### src/rtl/wb_stage.sv
// Writeback stage: selects the result source, formats load data, drives the register file
// write port and counts retired instructions.
module wb_stage #(
    parameter int unsigned XLEN  = 32,
    parameter int unsigned CNT_W = 64
) (
    input  logic             clk,
    input  logic             rst_n,
    input  logic             i_ce,
    input  logic             i_flush,
    input  logic             i_wr_en,
    input  logic [4:0]       i_rd,
    input  logic [1:0]       i_wb_sel,
    input  logic [XLEN-1:0]  i_alu_result,
    input  logic [XLEN-1:0]  i_pc_plus4,
    input  logic [XLEN-1:0]  i_csr_rdata,
    input  logic [2:0]       i_funct3,
    input  logic [1:0]       i_addr_lsb,
    input  logic             i_load_ack,
    input  logic [XLEN-1:0]  i_load_data,
    output logic             o_stall,
    output logic             o_wr,
    output logic [4:0]       o_rd,
    output logic [XLEN-1:0]  o_write_data,
    output logic             o_ce,
    output logic             o_misaligned,
    output logic [CNT_W-1:0] o_instret
);

    localparam logic [1:0] WbAlu  = 2'd0;
    localparam logic [1:0] WbLoad = 2'd1;
    localparam logic [1:0] WbPc4  = 2'd2;

    typedef enum logic [0:0] {
        StIdle,
        StWaitLoad
    } state_e;

    state_e state_q, state_d;

    // Pending-load context held while the memory response is outstanding
    logic [4:0] pend_rd_q, pend_rd_d;
    logic       pend_wr_en_q, pend_wr_en_d;
    logic [2:0] pend_f3_q, pend_f3_d;
    logic [1:0] pend_lsb_q, pend_lsb_d;

    logic             wr_q, wr_d;
    logic             ce_q, ce_d;
    logic             mis_q, mis_d;
    logic [4:0]       rd_q, rd_d;
    logic [XLEN-1:0]  wdata_q, wdata_d;
    logic [CNT_W-1:0] instret_q, instret_d;

    logic            capture;
    logic            done;
    logic            use_pend;
    logic [2:0]      ld_f3;
    logic [1:0]      ld_lsb;
    logic [7:0]      ld_byte;
    logic [15:0]     ld_half;
    logic [XLEN-1:0] ld_val;
    logic            ld_mis;
    logic            cmpl_is_load;
    logic            cmpl_mis;
    logic            cmpl_wr_en;
    logic [4:0]      cmpl_rd;
    logic [XLEN-1:0] cmpl_result;

    assign capture = i_ce && !i_flush;

    always_comb begin
        state_d      = state_q;
        pend_rd_d    = pend_rd_q;
        pend_wr_en_d = pend_wr_en_q;
        pend_f3_d    = pend_f3_q;
        pend_lsb_d   = pend_lsb_q;
        done         = 1'b0;
        use_pend     = 1'b0;
        unique case (state_q)
            StIdle: begin
                if (capture) begin
                    if (i_wb_sel == WbLoad && !i_load_ack) begin
                        state_d      = StWaitLoad;
                        pend_rd_d    = i_rd;
                        pend_wr_en_d = i_wr_en;
                        pend_f3_d    = i_funct3;
                        pend_lsb_d   = i_addr_lsb;
                    end else begin
                        done = 1'b1;
                    end
                end
            end
            StWaitLoad: begin
                if (i_load_ack) begin
                    done     = 1'b1;
                    use_pend = 1'b1;
                    state_d  = StIdle;
                end
            end
            default: state_d = StIdle;
        endcase
    end

    // Load formatting uses the latched context when completing from WAIT_LOAD
    always_comb begin
        ld_f3  = use_pend ? pend_f3_q : i_funct3;
        ld_lsb = use_pend ? pend_lsb_q : i_addr_lsb;
        unique case (ld_lsb)
            2'd0:    ld_byte = i_load_data[7:0];
            2'd1:    ld_byte = i_load_data[15:8];
            2'd2:    ld_byte = i_load_data[23:16];
            default: ld_byte = i_load_data[31:24];
        endcase
        ld_half = ld_lsb[1] ? i_load_data[31:16] : i_load_data[15:0];
        unique case (ld_f3)
            3'b000:  ld_val = {{(XLEN-8){ld_byte[7]}}, ld_byte};
            3'b100:  ld_val = {{(XLEN-8){1'b0}}, ld_byte};
            3'b001:  ld_val = {{(XLEN-16){ld_half[15]}}, ld_half};
            3'b101:  ld_val = {{(XLEN-16){1'b0}}, ld_half};
            default: ld_val = i_load_data;
        endcase
        ld_mis = (ld_f3[1:0] == 2'b01 && ld_lsb[0]) || (ld_f3[1] && ld_lsb != 2'b00);
    end

    always_comb begin
        cmpl_is_load = use_pend || (i_wb_sel == WbLoad);
        cmpl_mis     = cmpl_is_load && ld_mis;
        cmpl_wr_en   = use_pend ? pend_wr_en_q : i_wr_en;
        cmpl_rd      = use_pend ? pend_rd_q : i_rd;
        if (cmpl_is_load) begin
            cmpl_result = ld_val;
        end else begin
            unique case (i_wb_sel)
                WbAlu:   cmpl_result = i_alu_result;
                WbPc4:   cmpl_result = i_pc_plus4;
                default: cmpl_result = i_csr_rdata;
            endcase
        end
    end

    always_comb begin
        wr_d      = done && !cmpl_mis && cmpl_wr_en && (cmpl_rd != 5'd0);
        ce_d      = done && !cmpl_mis;
        mis_d     = done && cmpl_mis;
        rd_d      = wr_d ? cmpl_rd : rd_q;
        wdata_d   = wr_d ? cmpl_result : wdata_q;
        instret_d = ce_d ? instret_q + CNT_W'(1) : instret_q;
    end

    always_ff @(posedge clk or negedge rst_n) begin
        if (!rst_n) begin
            state_q      <= StIdle;
            pend_rd_q    <= 5'd0;
            pend_wr_en_q <= 1'b0;
            pend_f3_q    <= 3'd0;
            pend_lsb_q   <= 2'd0;
            wr_q         <= 1'b0;
            ce_q         <= 1'b0;
            mis_q        <= 1'b0;
            rd_q         <= 5'd0;
            wdata_q      <= '0;
            instret_q    <= '0;
        end else begin
            state_q      <= state_d;
            pend_rd_q    <= pend_rd_d;
            pend_wr_en_q <= pend_wr_en_d;
            pend_f3_q    <= pend_f3_d;
            pend_lsb_q   <= pend_lsb_d;
            wr_q         <= wr_d;
            ce_q         <= ce_d;
            mis_q        <= mis_d;
            rd_q         <= rd_d;
            wdata_q      <= wdata_d;
            instret_q    <= instret_d;
        end
    end

    assign o_stall      = (state_q == StWaitLoad);
    assign o_wr         = wr_q;
    assign o_rd         = rd_q;
    assign o_write_data = wdata_q;
    assign o_ce         = ce_q;
    assign o_misaligned = mis_q;
    assign o_instret    = instret_q;

endmodule

### config.mk
export PLATFORM = sky130hd
export DESIGN_NAME = wb_stage
export DESIGN_NICKNAME = d
export VERILOG_FILES = /design/src/rtl/wb_stage.sv
export SDC_FILE = /design/constraint.sdc
export NUM_CORES = 1
export LEC_CHECK = 0
export BUFFER_PORTS_ARGS = -buffer_cell sky130_fd_sc_hd__buf_2
export CAP_MARGIN = 10
export CORE_ASPECT_RATIO = 0.6
export CORE_MARGIN = 2
export CORE_UTILIZATION = 36
export CTS_BUF_LIST = sky130_fd_sc_hd__clkbuf_4
export DETAILED_ROUTE_END_ITERATION = 6
export PLACE_DENSITY = 0.61
export SLEW_MARGIN = 0
export SYNTH_ARGS = -nofsm -noshare
export SYNTH_HDL_FRONTEND = slang
export SYNTH_SLANG_ARGS = --single-unit
### constraint.sdc
create_clock -name clk -period 4.5 [get_ports clk]
set_input_delay 0.675 -clock clk [delete_from_list [all_inputs] [get_ports clk]]
set_output_delay 0.675 -clock clk [all_outputs]
set_load 0.02 [all_outputs]
# Yosys cells after proc, flatten, opt, wreduce, memory -nomap -nowiden
# Index checks and enable logic that the tools add are counted.
[op_classes]
order_cmp = 0
add_sub_neg = 1
eq_ne = 8
n_shift = 0
bitwise_logic = 1
n_div = 0
n_reduce_logical = 20
muxes = 18
n_mul = 0
[op_table]
columns = ["op", "count"]
rows = [
  ["32-bit one-hot mux with 4 select lines", 1],
  ["64-bit by 1-bit adder with 64-bit output (second input constant)", 1],
  ["32-bit one-hot mux with 2 select lines", 1],
  ["32-bit two-way mux", 1],
  ["8-bit one-hot mux with 3 select lines", 1],
  ["16-bit two-way mux", 1],
  ["1-bit logical AND", 9],
  ["1-bit two-way mux", 8],
  ["2-bit by 1-bit == test with 1-bit output (second input constant)", 3],
  ["3-bit == test (second input constant)", 2],
  ["5-bit two-way mux", 1],
  ["5-bit nonzero test", 1],
  ["2-bit == test (second input constant)", 2],
  ["2-bit logical NOT", 2],
  ["1-bit one-hot mux with 2 select lines", 2],
  ["3-bit by 1-bit == test with 1-bit output (second input constant)", 1],
  ["1-bit logical NOT", 3],
  ["3-bit logical NOT", 1],
  ["3-bit two-way mux", 1],
  ["3-bit AND reduction", 1],
  ["1-bit logical OR", 2],
  ["2-bit two-way mux", 1],
  ["2-bit nonzero test", 1],
  ["1-bit NOT", 1],
]
[word_totals]
latchBits = 0
inputBits = 146
memories = 0
romBits = 0
ram_bits = 0
reg_bits = 116
wordCells = 59
output_inout_bits = 105

# Logic depth before layout (Yosys ltp)
# Gate-level depths: netlist of run 1.
[logic_depth]
word_depth = 11
depth_mapped = 11
depth_no_buf = 7

# Worst setup path after synthesis of run 1
# Ideal clock, no wire load.
[synth_path]
kind = "input to register"
from = "in i_wb_sel[0]"
to = "reg wdata_q[19], in the netlist o_write_data[19]"
setup_time_ns = 0.135
path_buffers = 2
path_stages = 9
setup_slack_ns = 2.178
t_required_ns = 4.365
t_arrival_ns = 2.187
path_cell_list = "buf_2 -> nor2b_4 -> o21ba_2 -> nor3_1 -> nand3_4 -> inv_4 -> buf_6 -> mux2i_1 -> a21oi_1"
[synth_via]
elab_chain_cells = 8
elab_cells_between_ends = 15
cone_classes = "2 x eq/ne; 5 x mux; 8 x reduce/logical"
[synth_rtl]
columns = ["item", "line", "source"]
rows = [
  ["from (decl)", "13", "input logic [1:0] i_wb_sel,"],
  ["2-bit by 1-bit == test with 1-bit output", "82, 126", ""],
  ["1-bit logical AND", "82", "if (i_wb_sel == WbLoad && !i_load_ack) begin"],
  ["1-bit two-way mux", "82", ""],
  ["1-bit two-way mux", "81", "if (capture) begin"],
  ["1-bit one-hot mux with 2 select lines", "79", "unique case (state_q)"],
  ["1-bit logical AND (3 in a row)", "142", "wr_d = done && !cmpl_mis && cmpl_wr_en && (cmpl_rd != 5'd0);"],
  ["to (signal assigned)", "173", "wdata_q <= wdata_d;"],
  ["to (decl)", "51", "logic [XLEN-1:0] wdata_q, wdata_d;"],
]
# Parallel ways exist; a longest one is shown, timed or not.
# A chain may end at the register's enable or synchronous reset.

# Worst setup path after layout of run 1
[layout_path]
from = "reg state_q, in the netlist o_stall"
to = "reg wdata_q[31], in the netlist o_write_data[31]"
[layout_via]
elab_chain_cells = 10
elab_cells_between_ends = 30
cone_classes = "6 x eq/ne; 10 x mux; 1 x bitwise; 13 x reduce/logical"
[layout_rtl]
columns = ["item", "line", "source"]
rows = [
  ["from (decl)", "39", "state_e state_q, state_d;"],
  ["from (signal assigned)", "152", "state_q <= StIdle;"],
  ["from (signal assigned)", "164", "state_q <= state_d;"],
  ["branches (longest 10 deep; another with 32-bit one-hot mux with 4 select lines)", "n/a", ""],
]
# Several ways; the timed one is not identified.

==> results.ini, run 1 <==
[power]
switching_share_pct=36.4
share_comb_of_total_power_pct=28.2
power.leakage_nw=4.22
power_w=0.00288
p_sw_w=0.00105
pwr-share-clk_pct=26.2
internal_power_w=0.00183
vdd_drop_max_mv=0.149
power_density_nw_per_um2=338
seq_power_share_pct=45.6

[timing]
setup_tns_ns=0
finClkSkew_ns=0.0238
period_share_pct=73.7
slew_violations=0
worst_pin_slew_ns=1.15
hold_viol=0
timing.final.crit_period_ns=3.32
relSlewSlack_pct=23.0
setup-violations-final=0
rsz0062_at_grt=no
fmax_mhz=301

[logic_synthesis]
synth_enable_flop_cells=0
syn_inst=683
syn_nets=830
yosysMostFrequentCell=dfrtp_1
async_reset_ff_share_pct=100
synth_top_area_share_pct=42.3
synth.largest_area_cell=dfrtp_1
avgSynthCellArea_sq_um=10.0
yosys.cell_types.count=63
synth_top_flop_cell=dfrtp_1
ys_seq_area_share_pct=42.3
ys_ff_latch=116
yosysWarnings=0
synth_area_sq_um=6860
netlist_top_cells_area=dfrtp_1 (42%), mux2_2 (6.7%), xor2_1 (5.5%)
synth_common_cells=dfrtp_1 (116), nand2_1 (98), xor2_1 (43)

[route]
firstDrtPassIters=5
routed-wl-met2_um=8350
route.detailed.drc=0
via_count=6079
ant_nets=0
viasPerCell=5.15
wire_per_inst_um=17.8
top_layer=met4
drt_iter0_drc=329
wl_met1_um=11100
wl_met3_um=1330
totalWireLength_um=21000

[floorplanning]
start_util_pct=36.4
die_y_um=111
ios=251
die_area_sq_um=20200
rows=39
coreArea_sq_um=18800
die_w_um=182

[grt]
grt_antenna_before_repair=1
track_usage_pct=21.2
grt-ovfl-total=0
grt_pass1_wl_um=33300
grt_pass1_vias=5772
grt_max_degree=73

[setup_path]
crit_path_start_kind=register
worst-setup-path-type=reg2reg
critPathCaptureType=register
max_stage_delay_ns=0.70
crit_path_max_fanout=33
critPathLaunch=o_stall$_DFF_PN0_
path_cells=a21boi_0 -> nor2_1 -> a311o_1 -> nand3_4 -> nor3_4 -> a21oi_1
critPathBufInv=0
crit_required_ns=4.87
critPathArrivalTime_ns=3.69
cp_slowest_cell=dfrtp_1
timing.rr.start=o_stall$_DFF_PN0_
critical_path.top_delay_family=simple AND/OR/NAND/NOR gates

[job]
max_cap_viol_count=0

[placed_design]
numPortBuffers=250
dp_hpwl_um=16000
place_congestion=0.877

[clocking]
post_cts_buffers=0
cts_buffers=17
cts_resized=0
cts_hold_buf=0
clk_latency_ns=0.53
cts_tree=done
htree_levels=4
clock_sinks=116
clock_path_buffers=2
cts-root-buf=clkbuf_4
cts.clk_slew.worst_paths_ns=0.12

[finish]
drive_above_1_share_pct=40.3
nets=1069
syn_to_final_growth_pct=24.2

[outcome]
status=complete, no violations

[worst_hold_path]
hold_path_class=in2async

==> stage by stage <==
| step | cells | util [%] | setup slack [ns] | hold slack (ns) | instance area (sq um) |
|---|---|---|---|---|---|
| after floorplan | 683 | - | 2.18 | 0.379 | 6860 |
| after global placement | 1149 | 43.8 | 1.07 | 0.461 | 8250 |
| after detailed placement | 1149 | 43.8 | 1.02 | 0.471 | 8250 |
| after CTS | 1180 | 45.2 | 1.22 | 0.269 | 8520 |
| after global routing | 1180 | 45.2 | 0.835 | 0.290 | 8520 |
| final | 1181 | 45.2 | 1.18 | 0.267 | 8520 |
==> placed cells by master, fill, tap and decap left out, types with 3 or more instances in the layout <==
cell        instances
and4_1              4
o22ai_1            32
nand4_4             3
a21oi_1            23
xor2_1             43
a31oi_1             3
nand3_4             3
nor3_1             22
nor4_1              6
nand3_1            24
nand2_1            97
nor3_2             15
nor4_4              3
a211oi_1            8
and2_1              3
clkbuf_4           17
nor4_2              6
nand4_1             7
o2bb2ai_1           7
clkinvlp_4          3
mux2i_1            29
mux2_2             41
buf_4               8
xnor2_1            20
inv_1              17
o21ai_0            28
a22oi_1             7
nor2b_1             3
clkinv_2            6
a22o_1              8
buf_2             249
nor2_1             23
and3_1              9
dfrtp_1           116
==> power by group through the flow <==
stage / Combinational [W] / Sequential (W) / Clock, W
2_1_floorplan: 0.000331 / 0.00148 / 0
3_3_place_gp: 0.000806 / 0.00133 / 0
3_5_place_dp: 0.000819 / 0.00133 / 0
4_1_cts: 0.000818 / 0.00131 / 0.000786
5_1_grt: 0.000888 / 0.00134 / 0.000841
6_report: 0.000813 / 0.00131 / 0.000756
==> final timing paths <==
| kind | to | slack [ns] | depth (start not counted) |
|---|---|---|---|
| max in group asynchronous | pend_rd_q[4]$_DFFE_PN0P_ | 3.28 | 2 |
| setup reg to reg | o_write_data[31]$_DFFE_PN0P_ | 1.18 | 6 |
| hold reg to reg | o_write_data[1]$_DFFE_PN0P_ | 0.49 | 2 |
| setup / recovery | o_write_data[31]$_DFFE_PN0P_ | 1.18 | 6 |
| min in group clk | o_write_data[30]$_DFFE_PN0P_ | 0.39 | 3 |
| hold / removal | o_instret[29]$_DFFE_PN0P_ | 0.27 | 1 |
==> flip-flops by register name, indices dropped and copies added (netlist names) <==
register / count
o_wr: 1
o_stall: 1
o_instret: 64
pend_f3_q: 3
pend_rd_q: 5
o_ce: 1
o_rd: 5
o_misaligned: 1
pend_wr_en_q: 1
pend_lsb_q: 2
o_write_data: 32
==> cells by family after synthesis <==
group | share of synthesized area, %
flops | 42.3
simple gates | 21.3
fa+ha+maj | 0.182
xor+xnor | 8.05
buf+inv | 4.29
mux | 11.2
compound gates | 12.6
==> routing by layer <==
metal,vias up,GRT usage (%)
met5,-,0
met4,0,4.09
met3,17,5.32
met2,199,28.5
met1,2907,33.7
li1,2956,-
==> area by class of cell <==
class	instances	area (sq um)
sequential	116	2900
clock inverter	14	139
inverter	18	70.1
fill	1862	10300
timing repair buffer	257	1310
antenna	1	2.50
tap	246	308
clock buffer	17	128
multi-input combinational	512	3660
Note: power is estimated with default switching activity, not from simulation.
==> run 2: changes to the inputs <==
- PLACE_DENSITY: 0.61 -> 0.64
- clock period: 4.5 -> 2.7 ns (I/O delays scaled with it)
==> run 2 against run 1 <==
Compared with the run above: flip-flop and latch count unchanged; sequential power increased by 67%; clock skew increased by 0.0092 ns; fmax up 35%; clock-buffer cell count did not move; register-to-register slack got worse by 0.94 ns.
==> results.ini, run 2 (synthesized netlist as in run 1, its figures left out) <==
[outcome]
status=complete, no violations

[timing]
slew_violations=0  ; unchanged
timing.final.crit_period_ns=2.46  ; -0.863 ns
worst_pin_slew_ns=0.733  ; -0.419 ns
relSlewSlack_pct=50.9  ; +28 points
setup_tns_ns=0  ; unchanged
rsz0062_at_grt=no
hold_viol=0  ; unchanged
period_share_pct=91.0  ; +17 points
fmax_mhz=407  ; +35%
finClkSkew_ns=0.0330  ; +0.00922 ns
setup-violations-final=0  ; unchanged

[clocking]
clock_sinks=116  ; unchanged
cts.clk_slew.worst_paths_ns=0.13  ; about the same
cts-root-buf=clkbuf_4
cts_buffers=17  ; unchanged
clock_path_buffers=2  ; unchanged
htree_levels=4  ; unchanged
cts_tree=done
clk_latency_ns=0.50  ; -0.03 ns

[setup_path]
regToRegSetupSlack_ns=0.24  ; -0.94 ns
crit_path_max_fanout=19  ; -42%
critPathLaunch=o_stall$_DFF_PN0_
critPathCaptureType=register
crit_required_ns=3.08  ; -1.79 ns
critPathArrivalTime_ns=2.83  ; -0.86 ns
crit_path_start_kind=register
cp-endpoint=o_write_data[8]$_DFFE_PN0P_
r2r_end=o_write_data[8]$_DFFE_PN0P_
critPathBufInv=1  ; +1
max_stage_delay_ns=0.59  ; -0.11 ns
crit_cells=7  ; +1
cp_slowest_cell=o211ai_1
timing.rr.start=o_stall$_DFF_PN0_
rr_worst_depth=7  ; +1
worst-setup-path-type=reg2reg
critical_path.top_delay_family=compound AO/OA/AOI/OAI gates
path_cells=nand2_2 -> buf_4 -> a31oi_1 -> o221a_2 -> o211ai_1 -> a22o_1 -> o21ai_0

[finish]
nets=1081  ; +1.1%
largest_reg_flops=64  ; unchanged
layout_commonest_cell=buf_2
syn_to_final_growth_pct=26.6
drive_above_1_share_pct=41.0  ; +0.76 points
final_cell_mix=buf_2 (249), dfrtp_1 (115), nand2_1 (97)

[grt]
use_met3_pct=4.47  ; -0.85 points
grt_antenna_before_repair=3  ; +2
globalRouteMet2Util_pct=29.3  ; +0.79 points
grt_pass1_wl_um=33900  ; +1.9%
busiest_layer=met1
grt_pass1_vias=5979  ; +3.6%
track_usage_pct=21.4  ; +0.21 points
grt-ovfl-total=0  ; unchanged
use_met1_pct=34.1  ; +0.33 points
grt_max_degree=54  ; -26%

[route]
route.detailed.drc=0  ; unchanged
firstDrtPassIters=5  ; unchanged
drt_iter0_drc=474  ; +44%
wire_per_inst_um=17.8  ; +0.14%
ant_nets=0  ; unchanged
viasPerCell=5.15  ; about the same
totalWireLength_um=21300  ; +1.2%
via_count=6144  ; +1.1%

[placed_design]
numPortBuffers=250  ; unchanged
dp_hpwl_um=16400  ; +2.5%
place_congestion=0.902  ; +2.9%

[power]
vdd_drop_max_mv=0.206  ; +38%
power_w=0.00491  ; +70%
power.leakage_nw=4.29  ; +1.7%
power_density_nw_per_um2=566  ; +67%

[floorplanning]
die_y_um=111  ; unchanged
ios=251  ; unchanged
die_area_sq_um=20200  ; unchanged
coreArea_sq_um=18800  ; unchanged
rows=39  ; unchanged
die_w_um=182  ; unchanged
start_util_pct=36.4  ; unchanged

[worst_hold_path]
hold_path_class=in2reg

[job]
max_cap_viol_count=0  ; unchanged

run 2: cell types whose count changed in the layout (fill, tap and decap cells not counted), sizes merged:
cell	before	now
clkinv	8	7
buf	257	268
bufinv	2	3
diode	1	2
dlygate4sd3	0	1
run 2: final cells by class:
cell class | instances | area, sq um
well taps | 246 | 308
repair buffers | 269 | 1440
diodes | 2 | 5.00
multi-input cells | 512 | 3670
fillers | 1863 | 10200
clock inverters | 14 | 161
flip-flops and latches | 116 | 2900
inverters | 18 | 70.1
clock buffers | 17 | 128
run 2: report_power, final:
group	internal [W]	leakage, nW	switching [W]
sequential	0.00199	1.46	0.000192
combinational	0.000541	2.68	0.000835
clock	0.000631	0.149	0.000717
run 2: metrics by stage:
stage / area [sq um] / cells / setup slack (ns) / utilization, % / hold slack, ns
after floorplan: 6860 / 683 / 0.516 / - / 0.109
after global placement: 8350 / 1159 / 0.174 / 44.3 / 0.458
after detailed placement: 8350 / 1159 / 0.113 / 44.3 / 0.467
after CTS: 8650 / 1191 / 0.0701 / 45.9 / 0.0765
after global routing: 8680 / 1194 / 0.0424 / 46.1 / 0.107
final: 8680 / 1194 / 0.244 / 46.1 / 0.141
run 2: repair_timing:
action	in CTS	in global routing
gates resized for setup	0	4
hold endpoints to repair	51	0
hold buffers	1	0
setup buffers	0	1
setup endpoints to repair	0	34
run 2: worst min-delay path, stage by stage:
cell     delay [ns]
buf_2          0.11
nand2_1        0.05
a21oi_1        0.06
run 2: worst min-delay path by stage:
stage / start / endpoint / slack (ns) / depth (start not counted)
2_1_floorplan: rst_n / o_ce$_DFF_PN0_ / 0.11 / 0
3_3_place_gp: o_write_data[3]$_DFFE_PN0P_ / o_write_data[3]$_DFFE_PN0P_ / 0.46 / 2
3_5_place_dp: o_write_data[2]$_DFFE_PN0P_ / o_write_data[2]$_DFFE_PN0P_ / 0.47 / 2
4_1_cts: i_load_data[16] / o_write_data[16]$_DFFE_PN0P_ / 0.08 / 3
5_1_grt: i_load_data[16] / o_write_data[16]$_DFFE_PN0P_ / 0.11 / 3
6_report: i_load_data[16] / o_write_data[16]$_DFFE_PN0P_ / 0.14 / 3
run 2: layer usage:
metal,vias up,share of wire (%)
met4,0,0.74
li1,2985,-
met3,10,6.6
met2,214,41
met1,2935,52
met5,-,0
